`src/rtl/i2c_target.sv`:
```
// I2C target endpoint: oversamples SCL/SDA, decodes START/STOP, matches a 7-bit
// address and turns write traffic into a byte stream and read traffic into byte requests.
module i2c_target #(
    parameter logic [6:0] ADDR = 7'h50
) (
    input  logic       clk,
    input  logic       rst,
    input  logic       scl_in,
    input  logic       sda_in,
    output logic       sda_oe,
    output logic [7:0] rx_data,
    output logic       rx_valid,
    output logic       rx_first,
    input  logic       rx_ready,
    input  logic [7:0] tx_data,
    output logic       tx_req,
    output logic       busy
);

    typedef enum logic [2:0] {
        S_IDLE, S_ADDR, S_ADDR_ACK, S_WR_DATA, S_WR_ACK, S_RD_DATA, S_RD_ACK, S_WAIT_STOP
    } state_t;

    state_t     state_q;
    logic       scl_s1_q, scl_s2_q, scl_d_q;
    logic       sda_s1_q, sda_s2_q, sda_d_q;
    logic [3:0] cnt_q;
    logic [7:0] sh_q;
    logic       rw_q;
    logic       first_q;
    logic       sda_oe_q, rx_valid_q, rx_first_q, tx_req_q, busy_q;
    logic [7:0] rx_data_q;

    logic scl_rise, scl_fall, start_det, stop_det;

    // Edges are taken between the synchronized value and its delayed copy only.
    assign scl_rise  = scl_s2_q & ~scl_d_q;
    assign scl_fall  = ~scl_s2_q & scl_d_q;
    assign start_det = scl_s2_q & scl_d_q & sda_d_q & ~sda_s2_q;
    assign stop_det  = scl_s2_q & scl_d_q & ~sda_d_q & sda_s2_q;

    always_ff @(posedge clk) begin
        // NOTE: sequential state uses non-blocking assignments so every register
        // sees the pre-edge values of the others, independent of statement order.
        if (rst) begin
            state_q    <= S_IDLE;
            scl_s1_q   <= 1'b1;
            scl_s2_q   <= 1'b1;
            scl_d_q    <= 1'b1;
            sda_s1_q   <= 1'b1;
            sda_s2_q   <= 1'b1;
            sda_d_q    <= 1'b1;
            cnt_q      <= 4'd0;
            sh_q       <= 8'h00;
            rw_q       <= 1'b0;
            first_q    <= 1'b0;
            sda_oe_q   <= 1'b0;
            rx_data_q  <= 8'h00;
            rx_valid_q <= 1'b0;
            rx_first_q <= 1'b0;
            tx_req_q   <= 1'b0;
            busy_q     <= 1'b0;
        end else begin
            scl_s1_q   <= scl_in;
            scl_s2_q   <= scl_s1_q;
            scl_d_q    <= scl_s2_q;
            sda_s1_q   <= sda_in;
            sda_s2_q   <= sda_s1_q;
            sda_d_q    <= sda_s2_q;
            rx_valid_q <= 1'b0;
            tx_req_q   <= 1'b0;

            if (start_det) begin
                state_q  <= S_ADDR;
                cnt_q    <= 4'd0;
                sda_oe_q <= 1'b0;
            end else if (stop_det) begin
                state_q  <= S_IDLE;
                cnt_q    <= 4'd0;
                sda_oe_q <= 1'b0;
                busy_q   <= 1'b0;
            end else begin
                case (state_q)
                    S_ADDR, S_WR_DATA: begin
                        if (scl_rise) begin
                            sh_q  <= {sh_q[6:0], sda_s2_q};
                            cnt_q <= cnt_q + 4'd1;
                        end else if (scl_fall && cnt_q == 4'd8) begin
                            cnt_q <= 4'd0;
                            if (state_q == S_ADDR) begin
                                if (sh_q[7:1] == ADDR) begin
                                    state_q  <= S_ADDR_ACK;
                                    rw_q     <= sh_q[0];
                                    sda_oe_q <= 1'b1;
                                    busy_q   <= 1'b1;
                                end else begin
                                    state_q <= S_WAIT_STOP;
                                    busy_q  <= 1'b0;
                                end
                            end else begin
                                state_q    <= S_WR_ACK;
                                rx_data_q  <= sh_q;
                                rx_valid_q <= 1'b1;
                                rx_first_q <= first_q;
                                first_q    <= 1'b0;
                                sda_oe_q   <= rx_ready;
                            end
                        end
                    end
                    S_ADDR_ACK, S_RD_ACK: begin
                        if (scl_rise) begin
                            if (state_q == S_RD_ACK && sda_s2_q) begin
                                state_q <= S_WAIT_STOP;
                            end else if (state_q == S_RD_ACK || rw_q) begin
                                tx_req_q <= 1'b1;
                            end
                        end else if (scl_fall) begin
                            if (state_q == S_ADDR_ACK && !rw_q) begin
                                state_q  <= S_WR_DATA;
                                sda_oe_q <= 1'b0;
                                first_q  <= 1'b1;
                                cnt_q    <= 4'd0;
                            end else begin
                                // Bit 7 goes on the bus at the edge that ends the ACK slot.
                                state_q  <= S_RD_DATA;
                                sh_q     <= tx_data;
                                sda_oe_q <= ~tx_data[7];
                                cnt_q    <= 4'd1;
                            end
                        end
                    end
                    S_WR_ACK: begin
                        if (scl_fall) begin
                            state_q  <= S_WR_DATA;
                            sda_oe_q <= 1'b0;
                            cnt_q    <= 4'd0;
                        end
                    end
                    S_RD_DATA: begin
                        if (scl_fall) begin
                            if (cnt_q == 4'd8) begin
                                state_q  <= S_RD_ACK;
                                sda_oe_q <= 1'b0;
                                cnt_q    <= 4'd0;
                            end else begin
                                sda_oe_q <= ~sh_q[6];
                                sh_q     <= {sh_q[6:0], 1'b0};
                                cnt_q    <= cnt_q + 4'd1;
                            end
                        end
                    end
                    S_WAIT_STOP: sda_oe_q <= 1'b0;
                    default:     sda_oe_q <= 1'b0;
                endcase
            end
        end
    end

    assign sda_oe   = sda_oe_q;
    assign rx_data  = rx_data_q;
    assign rx_valid = rx_valid_q;
    assign rx_first = rx_first_q;
    assign tx_req   = tx_req_q;
    assign busy     = busy_q;

endmodule

```
`config.mk`:
```
export PLATFORM = sky130hd
export DESIGN_NAME = i2c_target
export DESIGN_NICKNAME = d
export VERILOG_FILES = /design/src/rtl/i2c_target.sv
export SDC_FILE = /design/constraint.sdc
export NUM_CORES = 1
export LEC_CHECK = 0
export CAP_MARGIN = 0
export CELL_PAD_IN_SITES_DETAIL_PLACEMENT = 1
export CELL_PAD_IN_SITES_GLOBAL_PLACEMENT = 1
export CORE_ASPECT_RATIO = 0.9
export CORE_MARGIN = 2
export CORE_UTILIZATION = 25
export DETAILED_ROUTE_END_ITERATION = 6
export GPL_TIMING_DRIVEN = 0
export PLACE_DENSITY_LB_ADDON = 0.1
export SETUP_SLACK_MARGIN = 0.02
export SLEW_MARGIN = 10
export SYNTH_ARGS = -nofsm -noshare
export SYNTH_HDL_FRONTEND = slang
export SYNTH_SLANG_ARGS = --single-unit
```
`constraint.sdc`:
```
create_clock -name clk -period 2 [get_ports clk]
set_input_delay 0.4 -clock clk [delete_from_list [all_inputs] [get_ports clk]]
set_output_delay 0.4 -clock clk [all_outputs]
set_load 0.01 [all_outputs]
```
==> impl_results.md, run 1 <==
* Initial antenna violation count at 0
* TritonCTS clock tree: built
* Routability congestion estimate at just over 0.8
* Synth Register Bits at 36
* Post-synth top cells: 36 x dfxtp_1, 29 x nor2_1, 21 x nand2_1, 14 x o21ai_0, 11 x mux2i_1
* Switch share at 27.4%
* Vias at approximately 1800
* Clock Tree Buf Depth at 2
* Residual overflow from global routing at 0
* Dominant synthesized flop cell: dfxtp_1
* Power per Cell Area at about 640 nW/um^2
* Die height at between 80 and 90 um
* Hpwl dp at roughly 4400 um
* # setup viols final at 0
* Post-synth cell types at 50
* Ports at 26
* Cts bufs inserted at 5
* Sequential share of the synthesized area at a little under two fifths
* Post-synth top area cell: dfxtp_1
* Yosys Warn Count at 0
* Setup_tns at 0 ns
* Delay-heaviest family, CP: simple AND/OR/NAND/NOR gates
* DR WL/cell at 16.6 um
* Critical setup path kind: reg -> reg
* TritonRoute pass-1 iters at 4
* Sw Pwr at 0.000441 W
* Worst Skew at 0.00575 ns
* Post-Route WL at about 6000 um
* Vias in the first global route at 1828
* Fillers at between 800 and 900
* Max-cap violation count at 0
* Static leakage at 0.942 nW
* Setup crit start kind: flip-flop
* WP buf/inv at 0
* Share of cells above drive strength 1 at 17.7%
* Final hold slack at 0.414 ns
* EDFF count, synth at 0
* Tot GR Track Use at between 15 and 20%
* Critical path cell sequence: nor4bb_1 -> nand3_1 -> a31oi_1 -> nor2_1 -> mux2_2
* First-pass GRT wire length at approximately 10000 um
* Max Clk Rate at 513 MHz
* Critical Path AT at roughly 2.1 ns
* Post-route ant nets at 0
* PortBufs at 25
* Clk_lat worst skew at a little under 0.3 ns
* DR iter-0 viols at 68
* Mapped Nets at 244
* Final Hold Fails at 0
* Site Rows at 30
* Largest net degree at the start of global routing at 11
* Final period util at 97.4%
* Max FO, Critical Path at 5
* CTS root buf: clkbuf_8
* Gate count of the mapped netlist at 226
* Count leader, synth: dfxtp_1
* Mapped Area at ~1900 sq um
* Reg power frac at 48.3%
* Htree depth at 2
* Antenna Cells at 0
* Combinational share of power at 15.6%
* Drc violations at 0
* Synth area leaders: dfxtp_1 38%, mux2i_1 5.8%, nor2_1 5.7%
* Peak supply drop at 0.252 mV
* Ys async rst share at 0%
* Die extent in x at roughly 96 um
* Fin. max-slew vios at 0
* Vias/cell at just under 5
* Fin crit period at 1.95 ns
* Area of the core at about 7500 sq um
* Initial Util at 25.6%
* CP endpoint kind: flip-flop
* Critical path's largest stage delay at 0.69 ns
* Layout net count at ~280
* Power Internal at 0.00117 W
* Worst-margin pin slew at ~0.76 ns
* Average size of a mapped cell at between 8 and 9 sq um
* Hold WC Path Type: reg -> reg
* RSZ-0062 raised after global routing: true
* Slowest cell on the critical path: nor4bb_1
* Status: finished clean
* Clock share of power at between 30% and 40%
* Clock transition at path regs at around 0.080 ns
* Area delta synth->final at 30.7%
* Slew HR at slightly below 50%
* Worst Path Required at between 2 and 2.5 ns
* Clock Sinks at 36
* Die area at 8370 sq um
* Yosys top cell area share at 37.7%
## registers in the layout, summed over array words and instances (netlist names), 3 cells and up
signal,count
sh_q,8
rx_data,8
cnt_q,4
state_q,3
## final timing paths
| path | startpoint | end | slack [ns] | cells past startpoint |
|---|---|---|---|---|
| worst max-delay path | sh_q[6] | state_q[0] | 0.05 | 5 |
| worst min-delay path | sda_s1_q | sda_s2_q | 0.41 | 1 |
| worst max register to register | sh_q[6] | state_q[0] | 0.05 | 5 |
| worst min register to register | sda_s1_q | sda_s2_q | 0.41 | 1 |
## cell families (layout without fill, tap and decap cells)
| family | Yosys count | after routing | share of synthesized area [%] |
|---|---|---|---|
| compound gates | 52 | 52 | 19.9 |
| xor+xnor | 2 | 2 | 0.916 |
| simple gates | 100 | 100 | 27.1 |
| mux | 12 | 12 | 6.34 |
| flops | 36 | 36 | 37.7 |
| buf+inv | 19 | 59 | 4.84 |
| fa+ha+maj | 5 | 5 | 3.27 |
## stage by stage
stage | worst slack (ns) | area [sq um] | instances | total power [W] | util [%]
after floorplan | 0.150 | 1910 | 226 | 0.000933 | -
after global placement | -0.253 | 2280 | 347 | 0.00102 | 30.6
after detailed placement | -0.228 | 2280 | 347 | 0.00102 | 30.6
after CTS | 0.0251 | 2440 | 358 | 0.00162 | 32.7
after global routing | 0.0205 | 2500 | 362 | 0.00169 | 33.5
final | 0.0511 | 2500 | 362 | 0.00161 | 33.5
## area by class of cell
type                       instances  area (sq um)  share of cell area [%]
multi-input combinational        171          1150                    46.1
sequential                        36           728                    29.1
timing repair buffer              33           308                    12.3
tap                               96           120                    4.80
clock buffer                       7          96.3                    3.85
buffer                            11          65.1                    2.60
inverter                           8          30.0                    1.20
## power by group through the flow
stage	combinational [W]	clock, W	sequential, W
detailed placement	0.000228	0	0.000793
CTS	0.000241	0.000606	0.000777
global placement	0.000228	0	0.000793
floorplan	0.000151	0	0.000782
finish	0.000250	0.000581	0.000776
global route	0.000277	0.000635	0.000781
## layer usage
metal  routed length (um)  up-vias  part of all wire (%)  track usage, %
met1                 3260      853                    54            23.4
li1                     -      886                     -               -
met5                    0        -                     0               0
met3                  233        4                   3.9            3.46
met4                   60        0                   1.0            4.81
met2                 2460       26                    41            21.5
## cells in the final DEF (no fill, tap or decap), drive strengths merged, types with 2 or more instances in the layout
cell type      Yosys  layout
a2111oi            2       2
a21boi             3       3
a21oi              6       6
a311oi             7       7
a31oi              4       4
a32o               3       3
and2               4       4
buf                5      13
clkbuf             6      13
clkdlybuf4s50      0      25
dfxtp             36      36
ha                 5       5
inv                8       8
mux2i             11      11
nand2             21      21
nand2b            10      10
nand3              5       5
nand3b             3       3
nand4              2       2
nor2              30      30
nor2b              6       6
nor3               6       6
nor3b              2       2
o21ai             14      14
o31ai              2       2
or2                6       6
## repair_timing
item	4_1_cts	5_1_grt
hold buffers	0	0
pin swaps	1	4
endpoints found under the setup margin	20	22
gates cloned	0	1
resized for setup	10	9
buffers inserted	4	3
Power figures use the tool's default switching activity.
==> run 2, diff against run 1 <==
--- a/config.mk
+++ b/config.mk
@@ -5,6 +5,7 @@
 export SDC_FILE = /design/constraint.sdc
 export NUM_CORES = 1
 export LEC_CHECK = 0
+export ABC_AREA = 0
 export CAP_MARGIN = 0
 export CELL_PAD_IN_SITES_DETAIL_PLACEMENT = 1
 export CELL_PAD_IN_SITES_GLOBAL_PLACEMENT = 1
==> constraint.sdc (replaced) <==
create_clock -name clk -period 2 [get_ports clk]
set_input_delay 0.2 -clock clk [delete_from_list [all_inputs] [get_ports clk]]
set_output_delay 0.2 -clock clk [all_outputs]
set_load 0.01 [all_outputs]
==> results of run 2 <==
Same layout as run 1: the final DEF is identical, and so are final timing and power.
==> run 3, diff against run 2 <==
--- a/config.mk
+++ b/config.mk
@@ -9,13 +9,14 @@
 export CAP_MARGIN = 0
 export CELL_PAD_IN_SITES_DETAIL_PLACEMENT = 1
 export CELL_PAD_IN_SITES_GLOBAL_PLACEMENT = 1
-export CORE_ASPECT_RATIO = 0.9
+export CORE_ASPECT_RATIO = 0.5
 export CORE_MARGIN = 2
 export CORE_UTILIZATION = 25
 export DETAILED_ROUTE_END_ITERATION = 6
 export GPL_TIMING_DRIVEN = 0
 export PLACE_DENSITY_LB_ADDON = 0.1
 export SETUP_SLACK_MARGIN = 0.02
+export SKIP_CTS_REPAIR_TIMING = 1
 export SLEW_MARGIN = 10
 export SYNTH_ARGS = -nofsm -noshare
 export SYNTH_HDL_FRONTEND = slang
==> constraint.sdc (replaced) <==
create_clock -name clk -period 2 [get_ports clk]
set_input_delay 0.4 -clock clk [delete_from_list [all_inputs] [get_ports clk]]
set_output_delay 0.4 -clock clk [all_outputs]
set_load 0.01 [all_outputs]
==> run 3 against run 2 <==
  * Clock skew down 0.0013 ns
  * Die area increased by 0.49%
  * Critical endpoint is now sh_q[3]
  * Clock power grew 38%
  * Wire length down 2.9%
==> impl_results.md, run 3 (synthesis results as in run 1) <==
* Site Rows at 22 (was 30)
* First-pass GRT wire length at 9350 um (was 9780 um)
* Clk_lat worst skew at 0.28 ns (was 0.29 ns)
* Fin. max-slew vios at 0 (unchanged)
* Htree depth at 2 (unchanged)
* Most frequent cells in the layout: 33 x dfxtp_1, 29 x nor2_1, 25 x clkdlybuf4s50_1 (was 32 x dfxtp_1, 29 x nor2_1, 25 x clkdlybuf4s50_1)
* Final Hold Fails at 0 (unchanged)
* PortBufs at 25 (unchanged)
* Tot GR Track Use at 14.7% (was 15.5%)
* Die height at 65.9 um (was 87.0 um)
* Global-route met2 utilization at 23.8% (was 21.5%)
* Vias at 1790 (was 1769)
* Critical path cell sequence: inv_1 -> ha_4 -> and2b_2 -> o32ai_1 -> nor4_4 -> buf_4 -> buf_8 -> nor2_2 -> a311oi_2 (was nor4bb_1 -> nand3_1 -> a31oi_1 -> nor2_1 -> mux2_2)
* Largest net degree at the start of global routing at 12 (was 11)
* Max Clk Rate at 519 MHz (was 513 MHz)
* Setup crit start kind: flip-flop (unchanged)
* Max FO, Critical Path at 10 (was 5)
* Worst Path Required at 2.20 ns (was 2.18 ns)
* Fin crit period at 1.93 ns (was 1.95 ns)
* DR WL/cell at 16.2 um (was 16.6 um)
* TritonRoute pass-1 iters at 4 (unchanged)
* DR iter-0 viols at 106 (was 68)
* Clock Sinks at 36 (unchanged)
* Global-route met3 utilization at 4.37% (was 3.46%)
* Global-route met1 utilization at 19.9% (was 23.4%)
* Slew HR at 60.5% (was 48.4%)
* Vias/cell at 4.97 (was 4.89)
* Max-cap violation count at 0 (unchanged)
* Area of the core at 7380 sq um (was 7470 sq um)
* Critical Path AT at 2.12 ns (was 2.13 ns)
* Routability congestion estimate at 0.811 (was 0.819)
* Hpwl dp at 4220 um (was 4390 um)
* Worst Skew at 0.00442 ns (was 0.00575 ns)
* Initial antenna violation count at 0 (unchanged)
* Residual overflow from global routing at 0 (unchanged)
* GR peak layer: met2 (was met1)
* Area delta synth->final at 33.0% (was 30.7%)
* Hold WC Path Type: reg -> reg (unchanged)
* Power per Cell Area at 717 nW/um^2 (was 642 nW/um^2)
* CTS root buf: clkbuf_16 (was clkbuf_8)
* Share of cells above drive strength 1 at 17.4% (was 17.7%)
* Peak supply drop at 0.343 mV (was 0.252 mV)
* Fillers at 869 (was 879)
* Antenna Cells at 0 (unchanged)
* Ports at 26 (unchanged)
* RSZ-0062 raised after global routing: true (unchanged)
* Post-Route WL at 5840 um (was 6010 um)
* CP endpoint kind: flip-flop (unchanged)
* Drc violations at 0 (unchanged)
* Commonest non-fill, non-tap cell in the layout: dfxtp_1 (unchanged)
* Worst-margin pin slew at 0.584 ns (was 0.764 ns)
* Initial Util at 25.9% (was 25.6%)
* Clock Tree Buf Depth at 2 (unchanged)
* Layout net count at 281 (was 284)
* Die area at 8410 sq um (was 8370 sq um)
* Post-Place Cell Area at 2280 sq um (unchanged)
* Status: finished clean (unchanged)
* # setup viols final at 0 (unchanged)
* Clock transition at path regs at 0.06 ns (was 0.08 ns)
* Vias in the first global route at 1828 (unchanged)
* Critical path's largest stage delay at 0.36 ns (was 0.69 ns)
* Cts bufs inserted at 5 (unchanged)
* Design area at 2540 sq um (was 2500 sq um)
* Final Util at 34.5% (was 33.5%)
* Post-route ant nets at 0 (unchanged)
* Critical setup path kind: reg -> reg (unchanged)
* Final period util at 96.3% (was 97.4%)
* Static leakage at 0.942 nW (about the same)
* TritonCTS clock tree: built (unchanged)
* Slowest cell on the critical path: dfxtp_4 (was nor4bb_1)
* Die extent in x at 128 um (was 96.2 um)
[run 3: through the flow]
stage | power (W) | hold WS, ns | instances | setup WS (ns) | TNS (ns)
after floorplan | 0.000933 | 0.389 | 226 | 0.150 | 0
after global placement | 0.00101 | 0.395 | 347 | -0.178 | -2.10
after detailed placement | 0.00102 | 0.397 | 347 | -0.227 | -2.28
after CTS | 0.00183 | 0.410 | 355 | -0.224 | -1.93
after global routing | 0.00192 | 0.422 | 360 | 0.000798 | 0
final | 0.00182 | 0.406 | 360 | 0.0740 | 0
[run 3: report_power, final]
group	internal [W]	total (W)	switching, W
clock network	0.000496	0.000799	0.000303
registers	0.000745	0.000776	0.0000308
logic	0.000115	0.000249	0.000134
[run 3: path summary, 6_finish.rpt]
check	startpoint	end	slack (ns)	depth (start not counted)
worst max-delay path	scl_d_q	sh_q[3]	0.07	9
worst max register to register	scl_d_q	sh_q[3]	0.07	9
worst min-delay path	scl_s1_q	scl_s2_q	0.41	1
worst min register to register	scl_s1_q	scl_s2_q	0.41	1
[run 3: per-layer routing]
metal	wire length, um	share of wire [%]	vias up
met2	2560	44	37
met5	0	0	-
met3	271	4.6	2
met4	13	0.22	0
met1	2990	51	873
li1	-	-	878
[run 3: area by class of cell]
cell class | count | area, sq um | area share (%)
Buffer | 11 | 70.1 | 2.75
Tap cell | 96 | 120 | 4.72
Timing Repair Buffer | 30 | 288 | 11.3
Inverter | 8 | 30.0 | 1.18
Sequential cell | 36 | 727 | 28.6
Clock inverter | 1 | 7.51 | 0.295
Multi-Input combinational cell | 171 | 1160 | 45.5
Clock buffer | 7 | 143 | 5.61
[run 3: critical path: cells and delay by family (launching register included)]
family / cells / cell delay [ns]
buffers and inverters: 3 / 0.38
adder cells (fa/ha/maj): 1 / 0.19
AO/OA/AOI/OAI: 2 / 0.34
AND/OR/NAND/NOR: 3 / 0.56
flip-flops: 1 / 0.36
